**src/rtl/sipo_receiver.sv**
```systemverilog
// Serial-in, parallel-out receiver: assembles N LSB-first bits into a word and
// holds it under a Valid/Ack handshake, with a sticky overrun flag.
module sipo_receiver #(
  parameter int N = 4
) (
  input  logic         Clock,
  input  logic         Resetn,
  input  logic         Start,
  input  logic         En,
  input  logic         w,
  input  logic         Ack,
  output logic [N-1:0] Q,
  output logic         Valid,
  output logic         Busy,
  output logic         Overrun
);

  localparam int CW = (N > 1) ? $clog2(N) : 1;
  localparam logic [CW-1:0] LAST = CW'(N - 1);

  typedef enum logic [1:0] {
    IDLE = 2'd0,
    RECV = 2'd1,
    HOLD = 2'd2
  } state_t;

  state_t         state;
  logic [N-1:0]   sreg;
  logic [CW-1:0]  cnt;
  logic [N-1:0]   shifted;

  assign shifted = {w, sreg[N-1:1]};

  always_ff @(posedge Clock) begin
    if (!Resetn) begin
      state   <= IDLE;
      sreg    <= '0;
      cnt     <= '0;
      Q       <= '0;
      Valid   <= 1'b0;
      Busy    <= 1'b0;
      Overrun <= 1'b0;
    end else begin
      case (state)
        IDLE: begin
          if (Start) begin
            state <= RECV;
            Busy  <= 1'b1;
            cnt   <= '0;
            sreg  <= '0;
          end
        end
        RECV: begin
          if (Start) begin
            // A fresh Start abandons the partial frame; not an error.
            cnt  <= '0;
            sreg <= '0;
          end else if (En) begin
            sreg <= shifted;
            if (cnt == LAST) begin
              Q     <= shifted;
              Valid <= 1'b1;
              cnt   <= '0;
              state <= HOLD;
            end else begin
              cnt <= cnt + 1'b1;
            end
          end
        end
        HOLD: begin
          if (Ack) begin
            Valid <= 1'b0;
            if (Start) begin
              state <= RECV;
              cnt   <= '0;
              sreg  <= '0;
            end else begin
              state <= IDLE;
              Busy  <= 1'b0;
            end
          end else if (Start) begin
            // Producer started a new frame before the held word was taken.
            Overrun <= 1'b1;
          end
        end
        default: begin
          state <= IDLE;
          Busy  <= 1'b0;
          Valid <= 1'b0;
        end
      endcase
    end
  end

endmodule

```
**config.mk**
```make
export PLATFORM = sky130hd
export DESIGN_NAME = sipo_receiver
export DESIGN_NICKNAME = d
export VERILOG_FILES = /design/src/rtl/sipo_receiver.sv
export SDC_FILE = /design/constraint.sdc
export NUM_CORES = 1
export LEC_CHECK = 0
export ABC_CLOCK_PERIOD_IN_PS = 2100
export BUFFER_PORTS_ARGS = -buffer_cell sky130_fd_sc_hd__clkbuf_2
export CAP_MARGIN = 20
export CORE_AREA = 2 2 39 41
export CTS_CLUSTER_DIAMETER = 50
export DETAILED_ROUTE_END_ITERATION = 8
export DIE_AREA = 0 0 41 43
export PLACE_DENSITY = 0.69
export SYNTH_ARGS = -nofsm -noshare
export SYNTH_HDL_FRONTEND = slang
export SYNTH_SLANG_ARGS = --single-unit
```
**constraint.sdc**
```tcl
create_clock -name Clock -period 2.1 [get_ports Clock]
set_input_delay 0.21 -clock Clock [delete_from_list [all_inputs] [get_ports Clock]]
set_output_delay 0.21 -clock Clock [all_outputs]
set_load 0.01 [all_outputs]
```
==> results of run 1 <==
sequential cells by signal, indices dropped and copies added, names as in the netlist:
signal and flops:
Q 4, sreg 3, cnt 2, state 2
Busy 1, Overrun 1, Valid 1
power by group:
| part | total, uW | switching [uW] | leakage (uW) | internal (uW) |
|---|---|---|---|---|
| clock network | 192 | 86.7 | 0.0000210 | 105 |
| registers | 275 | 4.70 | 0.000113 | 270 |
| logic | 32.2 | 17.9 | 0.000175 | 14.3 |
cells in the mapped netlist, types with 2 or more instances:
| cell type | n | area [um2] |
|---|---|---|
| nor2_1 | 3 | 11.26 |
| a21oi_1 | 5 | 25.02 |
| a22o_1 | 4 | 35.03 |
| o21ai_0 | 2 | 10.01 |
| nand2_1 | 11 | 41.29 |
| dfxtp_1 | 14 | 280.3 |
| a211oi_1 | 2 | 15.01 |
| mux2i_1 | 4 | 40.04 |
| nand3b_1 | 2 | 15.01 |
layout make-up:
cell class                      instances  area [um2]  area share
Inverter                                1       3.754    0.005576
Multi-Input combinational cell         42       272.8      0.4052
Clock buffer                            4       36.28     0.05390
Timing Repair Buffer                   12       60.06     0.08922
Sequential cell                        14       280.3      0.4164
Tap cell                               16       20.02     0.02974
through the flow:
stage	setup WS (ns)	hold WS, ns
6_report	0.9308	0.1621
2_1_floorplan	1.014	0.3426
3_3_place_gp	0.9755	0.4438
3_5_place_dp	0.9231	0.4489
4_1_cts	0.9247	0.1576
5_1_grt	0.8761	0.1745
layer usage:
layer | part of all wire | global-route usage | up-vias
li1 | - | - | 237
met1 | 0.51 | 0.1875 | 219
met2 | 0.40 | 0.1750 | 13
met3 | 0.059 | 0.04712 | 4
met4 | 0.027 | 0.1000 | 0
met5 | 0 | 0 | -
logic make-up after synthesis:
family | count (synthesis) | synth area share
AO/OA/AOI/OAI | 16 | 0.1938
multiplexers | 4 | 0.07127
buffers and inverters | 2 | 0.01558
AND/OR/NAND/NOR | 21 | 0.1982
flip-flops | 14 | 0.4989
adder cells (fa/ha/maj) | 1 | 0.02227
final timing paths:
kind              cells after the start      end      from  slack [ns]
hold reg to reg                       2    Valid     Valid        0.46
setup / recovery                      3  sreg[2]  state[1]        0.93
setup reg to reg                      3  sreg[2]  state[1]        0.93
hold / removal                        2  sreg[3]         w        0.16
==> impl_metrics.ini, run 1 <==
[outcome]
status = finished clean

[grt]
grt_pass1_vias = 415
grt_antenna_before_repair = 0
grt_max_degree = 12
grt_pass1_wl_um = 1607
grt-ovfl-total = 0
grtUsageTotal = 0.1385

[place]
place_inst = 85
place.gp.congestion = 0.6680
io_buffer_count = 12
dp_hpwl_um = 717.5
dpl_cell_area_um2 = 636.9

[logic_synthesis]
yosysUniqueCellTypes = 20
ys_ff_latch = 14
synth_ff_type = dfxtp_1
ys_seq_area_frac = 0.4989
syn_avg_cell_area_um2 = 9.686
ys_warn_count = 0
synth-edff-count = 0
syn_inst = 58
syn_nets = 65
synth.cell_area_um2 = 561.8
synthArstFlopShare = 0

[power]
irDropWorstVdd_mv = 0.3412
leakagePower_uw = 0.0003099
power.density_nw_per_um2 = 741.1
power.total_uw = 498.9

[worst_setup_path]
endpoint_kind = register
critPathBufInv = 0
critPathMaxStageDelay_ns = 0.44
arrival_ns = 1.34
crit_chain = and4bb_4, and2_4, a22o_1
crit_fanout = 8
crit_type = reg -> reg
crit_family = flip-flops
cp.required_ns = 2.28
cpMaxStageDelayCell = dfxtp_1
critPathLaunchType = register

[die]
dieArea_um2 = 1763
die-width_um = 41
core_area_um2 = 1384
ioPinCount = 13
row_count = 14
die_height_um = 43
start_util = 0.4060

[sta]
slew_violations = 0
hold_viol = 0
setup_tns_ns = 0
post-route-period-util = 0.5568
finalSetupViolCount = 0
slew_headroom = 0.8443
worst_pin_slew_ns = 0.2332
rsz0062_at_grt = false
fin_skew_ns = 0.005227
finalCriticalPeriod_ns = 1.169
max_freq_mhz = 855.3

[layout]
final_common_cell = dfxtp_1
syn_to_final_growth_pct = 19.82
num_antenna_cells = 0
n_fill_cell = 146
final_area_um2 = 673.1
drive_above_1_share = 0.2603
fin_util = 0.4864
layout_common_cells = dfxtp_1 (14), clkbuf_2 (12), nand2_1 (11)
nNetsFinal = 81
fin_cells = 89

[job]
drv_cap = 0

[clock_network]
cts_max_level = 1
post_cts_buffers = 0
clock-root-buffer = clkbuf_4
clock_latency_ns = 0.28
clockBufferDepth = 2
cts_tree = yes
cts_resized = 0
cts_hold_buf = 0
clkTransAtPathRegs_ns = 0.09
cts_buffers = 3
cts.sinks = 14

[drt]
ant_nets = 0
via_per_inst = 5.315
drc_errors = 0
drt_iter0_drc = 4
wire_per_inst_um = 10.99
dr.pass1.iters = 4
vias = 473
wirelength_um = 978

[min_path]
hold_path.class = in -> reg
Power figures use the tool's default switching activity.
==> run 2: changes to the inputs <==
ABC_AREA = 1   (was default)
ABC_CLOCK_PERIOD_IN_PS = 1000   (was 2100)
CORE_AREA = default   (was 2 2 39 41)
CORE_UTILIZATION = 46   (was default)
DIE_AREA = default   (was 0 0 41 43)
PLACE_DENSITY = 0.75   (was 0.69)
clock period = 1 ns   (was 2.1 ns; I/O delays follow)
==> impl_metrics.ini, run 2 <==
[outcome]
status = complete, but fails checks
violations = negative setup slack

[layout]
regMostFlops = Q
seq_area_um2 = 290.3
final_common_cell = nor2_1
layout_common_cells = nor2_1 (19), nand2_1 (16), clkbuf_2 (12)
n_fill_cell = 124
reg.largest.list = Q x4, sreg x3
syn_to_final_growth_pct = 33.33
largest_reg_flops = 4
multi_input_area_um2 = 359.1
num_antenna_cells = 0
nNetsFinal = 126
fin_util = 0.6654
drive_above_1_share = 0.3846

[sta]
post-route-period-util = 1.051
worst_slack_ns = -0.05124
finalSetupViolCount = 10
rsz0062_at_grt = true
finalCriticalPeriod_ns = 1.051
slew_violations = 0
max_freq_mhz = 951.3
fin_skew_ns = 0.005744
slew_headroom = 0.8515
whs_ns = 0.1037
hold_viol = 0
worst_pin_slew_ns = 0.2228

[drt]
vias = 665
wirelength_um = 1448
ant_nets = 0
via_per_inst = 5.038
dr.pass1.iters = 4
drc_errors = 0
drt_iter0_drc = 10
wire_per_inst_um = 10.97

[worst_setup_path]
endpoint_kind = register
cpMaxStageDelayCell = dfxtp_4
crit_type = reg -> reg
arrival_ns = 1.23
crit_fanout = 5
critPathMaxStageDelay_ns = 0.37
crit_chain = inv_4, nor2_4, nand2_2, nor2_4, inv_2, nor2_1, nor2_1
critPathBufInv = 2
cp.required_ns = 1.17
crit_family = simple AND/OR/NAND/NOR gates
critPathLaunchType = register

[logic_synthesis]
ys_warn_count = 0
synth_most_common_cell = nor2_1
synth_area_leaders = dfxtp_1 (43%), nor2_1 (12%), nand2_1 (10%)
synthArstFlopShare = 0
netlist.area_leader.share = 0.4316
ys_ff_latch = 14
yosysTopAreaCell = dfxtp_1
synth-edff-count = 0
syn_avg_cell_area_um2 = 7.136
syn_inst = 91
ys_seq_area_frac = 0.4316
netlist_top_cells_count = nor2_1 (20), nand2_1 (18), dfxtp_1 (14)
yosysUniqueCellTypes = 15
synth_ff_type = dfxtp_1
syn_nets = 98
synth.cell_area_um2 = 649.4

[power]
irDropWorstVdd_mv = 0.7818
power.density_nw_per_um2 = 1277
power.total_uw = 1106
leakagePower_uw = 0.0004379

[clock_network]
cts_tree = yes
clkTransAtPathRegs_ns = 0.08
clock-root-buffer = clkbuf_4
clockBufferDepth = 2
cts_max_level = 1
cts_buffers = 3
cts.sinks = 14
clock_latency_ns = 0.28

[place]
io_buffer_count = 12
place.gp.congestion = 0.7530
dp_hpwl_um = 1008

[grt]
grtUsageTotal = 0.2159
grt_antenna_before_repair = 0
grt-ovfl-total = 0
grt_max_degree = 13
grt_pass1_vias = 535
grt_pass1_wl_um = 2201

[die]
ioPinCount = 13
row_count = 13
start_util = 0.4990
die-width_um = 39.57
dieArea_um2 = 1566
die_height_um = 39.57
core_area_um2 = 1301

[min_path]
hold_path.class = in -> reg

[job]
drv_cap = 0
[run 2: final timing paths]
check | startpoint | slack [ns] | depth (start not counted) | to
hold / removal | w | 0.10 | 3 | Q[3]
setup / recovery | state[0] | -0.05 | 7 | Q[3]
setup reg to reg | state[0] | -0.05 | 7 | Q[3]
hold reg to reg | Valid | 0.45 | 2 | Valid
[run 2: per-stage QoR]
step	instances	instance area [um2]	worst slack (ns)	TNS, ns
5_1_grt	132	865.8	-0.1408	-1.135
3_5_place_dp	126	784.5	-0.06828	-0.5137
2_1_floorplan	91	651.9	-0.04012	-0.1604
4_1_cts	131	828.3	-0.07569	-0.4031
6_report	132	865.8	-0.05124	-0.3175
3_3_place_gp	126	784.5	-0.05752	-0.3833
[run 2: where the power goes]
part / internal (uW) / switching, uW
clock: 140 / 164
combinational: 89.8 / 112
sequential: 581 / 19.2
[run 2: logic make-up (layout without fill, tap and decap cells)]
| family | count (synthesis) | in the layout | synth area share |
|---|---|---|---|
| AOI/OAI and AO/OA | 15 | 15 | 0.1272 |
| adders and majority gates | 1 | 1 | 0.01926 |
| buffers and inverters | 9 | 34 | 0.06743 |
| DFF | 14 | 14 | 0.4316 |
| and+or+nand+nor | 52 | 53 | 0.3545 |
[run 2: worst min-delay path: cells and delay by family]
kind / cells / cell delay [ns]
AND/OR/NAND/NOR: 2 / 0.14
buffers and inverters: 1 / 0.09
[run 2: per-layer routing]
layer  part of all wire  GRT usage  vias up  wire length [um]
li1                   -          -      346                 -
met1               0.46     0.2648      303               661
met2               0.50     0.3361       12               719
met3              0.031    0.05114        4                45
met4              0.015     0.1293        0                22
met5                  0          0        -                 0
[run 2: what timing repair did]
action	4_1_cts	5_1_grt
cloned	1	0
buffers inserted	1	1
hold endpoints to repair	0	0
resized for setup	5	10
pin swaps	5	3
hold buffers	0	0
endpoints found under the setup margin	11	13
[run 2: layout make-up]
| type | instances | share of cell area |
|---|---|---|
| inverter | 8 | 0.03757 |
| timing repair buffer | 23 | 0.1647 |
| sequential | 14 | 0.3353 |
| tap | 15 | 0.02168 |
| multi-input combinational | 69 | 0.4147 |
| clock buffer | 3 | 0.02601 |
==> run 3: changes to the inputs <==
ABC_CLOCK_PERIOD_IN_PS = 1400   (was 1000)
CORE_AREA = 2 2 39 41   (was default)
CORE_UTILIZATION = default   (was 46)
CTS_CLUSTER_DIAMETER = default   (was 50)
DIE_AREA = 0 0 41 43   (was default)
PLACE_DENSITY = 0.76   (was 0.75)
clock period = 1.4 ns   (was 1 ns; I/O delays follow)
==> impl_metrics.ini, run 3 (synthesized netlist as in run 2, its figures left out) <==
[die]
ioPinCount = 13
row_count = 14
die-width_um = 41
core_area_um2 = 1384
dieArea_um2 = 1763
die_height_um = 43
start_util = 0.4693

[sta]
setup_tns_ns = 0
rsz0062_at_grt = false
finalSetupViolCount = 0
hold_viol = 0
whs_ns = 0.1266
worst_pin_slew_ns = 0.3700
finalCriticalPeriod_ns = 1.177
max_freq_mhz = 849.6
slew_headroom = 0.7533
fin_skew_ns = 0.004236
slew_violations = 0
post-route-period-util = 0.8407

[drt]
drc_errors = 0
ant_nets = 0
dr.pass1.iters = 4
drt_iter0_drc = 10
wirelength_um = 1215
vias = 590
via_per_inst = 4.836
wire_per_inst_um = 9.959

[layout]
largest_reg_flops = 4
n_fill_cell = 145
drive_above_1_share = 0.2358
reg.largest.list = Q x4, sreg x3
syn_to_final_growth_pct = 15.80
num_antenna_cells = 0
regMostFlops = Q
layout_common_cells = nor2_1 (20), nand2_1 (18), dfxtp_1 (14)
final_area_um2 = 752.0
nNetsFinal = 114
final_common_cell = nor2_1

[clock_network]
cts_resized = 0
clock-root-buffer = clkbuf_4
cts_buffers = 3
cts_tree = yes
cts_max_level = 1
cts_hold_buf = 0
clockBufferDepth = 2
clkTransAtPathRegs_ns = 0.08
clock_latency_ns = 0.28
cts.sinks = 14
post_cts_buffers = 0

[power]
power.density_nw_per_um2 = 1077
leakagePower_uw = 0.0003810
irDropWorstVdd_mv = 0.6578

[grt]
grt_pass1_wl_um = 2056
grtUsageTotal = 0.1721
grt_max_degree = 13
grt_antenna_before_repair = 0
grt-ovfl-total = 0
grt_pass1_vias = 532

[worst_setup_path]
reg2reg_from = state[0]
crit_fanout = 8
endpoint_kind = register
r2r_cells = 7
reg2reg_slack_ns = 0.22
crit_type = reg -> reg
critPathLaunchType = register
r2r-end = Q[3]
arrival_ns = 1.35
cp.required_ns = 1.57

[min_path]
holdPathStages = 3
hold_path.class = in -> reg
min_from = w
hold-path-endpoint = Q[3]

[outcome]
status = finished clean

[place]
io_buffer_count = 12
dpl_cell_area_um2 = 715.7
place.gp.congestion = 0.7826
dp_hpwl_um = 896.7

[job]
drv_cap = 0
## run 3: power breakdown
part | internal [uW] | total, uW | switching (uW)
Clock | 158 | 284 | 126
Combinational | 35.7 | 97.0 | 61.3
Sequential | 416 | 429 | 12.9
Total | 610 | 810 | 200
## run 3: through the flow
step                      setup slack (ns)  instances    util  power, uW
after floorplan                     0.3373         91       -      509.7
after global placement              0.2714        118  0.5172      533.6
after detailed placement            0.2337        118  0.5172      535.4
after CTS                           0.2193        122  0.5434      819.7
after global routing               0.08253        122  0.5434      851.0
final                               0.2230        122  0.5434      809.8
## run 3: worst max-delay path by stage
stage | slack (ns) | start | endpoint | cells past startpoint
floorplan | 0.34 | state[0] | Q[1] | 7
global placement | 0.27 | state[0] | Q[0] | 7
detailed placement | 0.23 | state[0] | Q[3] | 7
CTS | 0.22 | state[0] | Q[3] | 7
global route | 0.08 | state[0] | Q[3] | 7
finish | 0.22 | state[0] | Q[3] | 7
## run 3: cell type report
class	instances	area, um2	share of cell area
sequential	14	280.3	0.3727
inverter	8	30.03	0.03993
tap	16	20.02	0.02662
timing repair buffer	12	60.06	0.07987
clock buffer	4	36.28	0.04825
multi-input combinational	68	325.3	0.4326
## run 3: critical path: stages (launching register included)
cell	delay, ns
dfxtp_1	0.40
inv_2	0.08
nor2_4	0.16
nand2_2	0.09
nor2_4	0.13
inv_2	0.08
nor2_1	0.09
nor2_1	0.05
## run 3: layer usage
metal,vias up,track usage,part of all wire
met1,253,0.2112,0.50
met2,12,0.2563,0.43
met3,2,0.03141,0.055
li1,323,-,-
met4,0,0.1200,0.012
met5,-,0,0
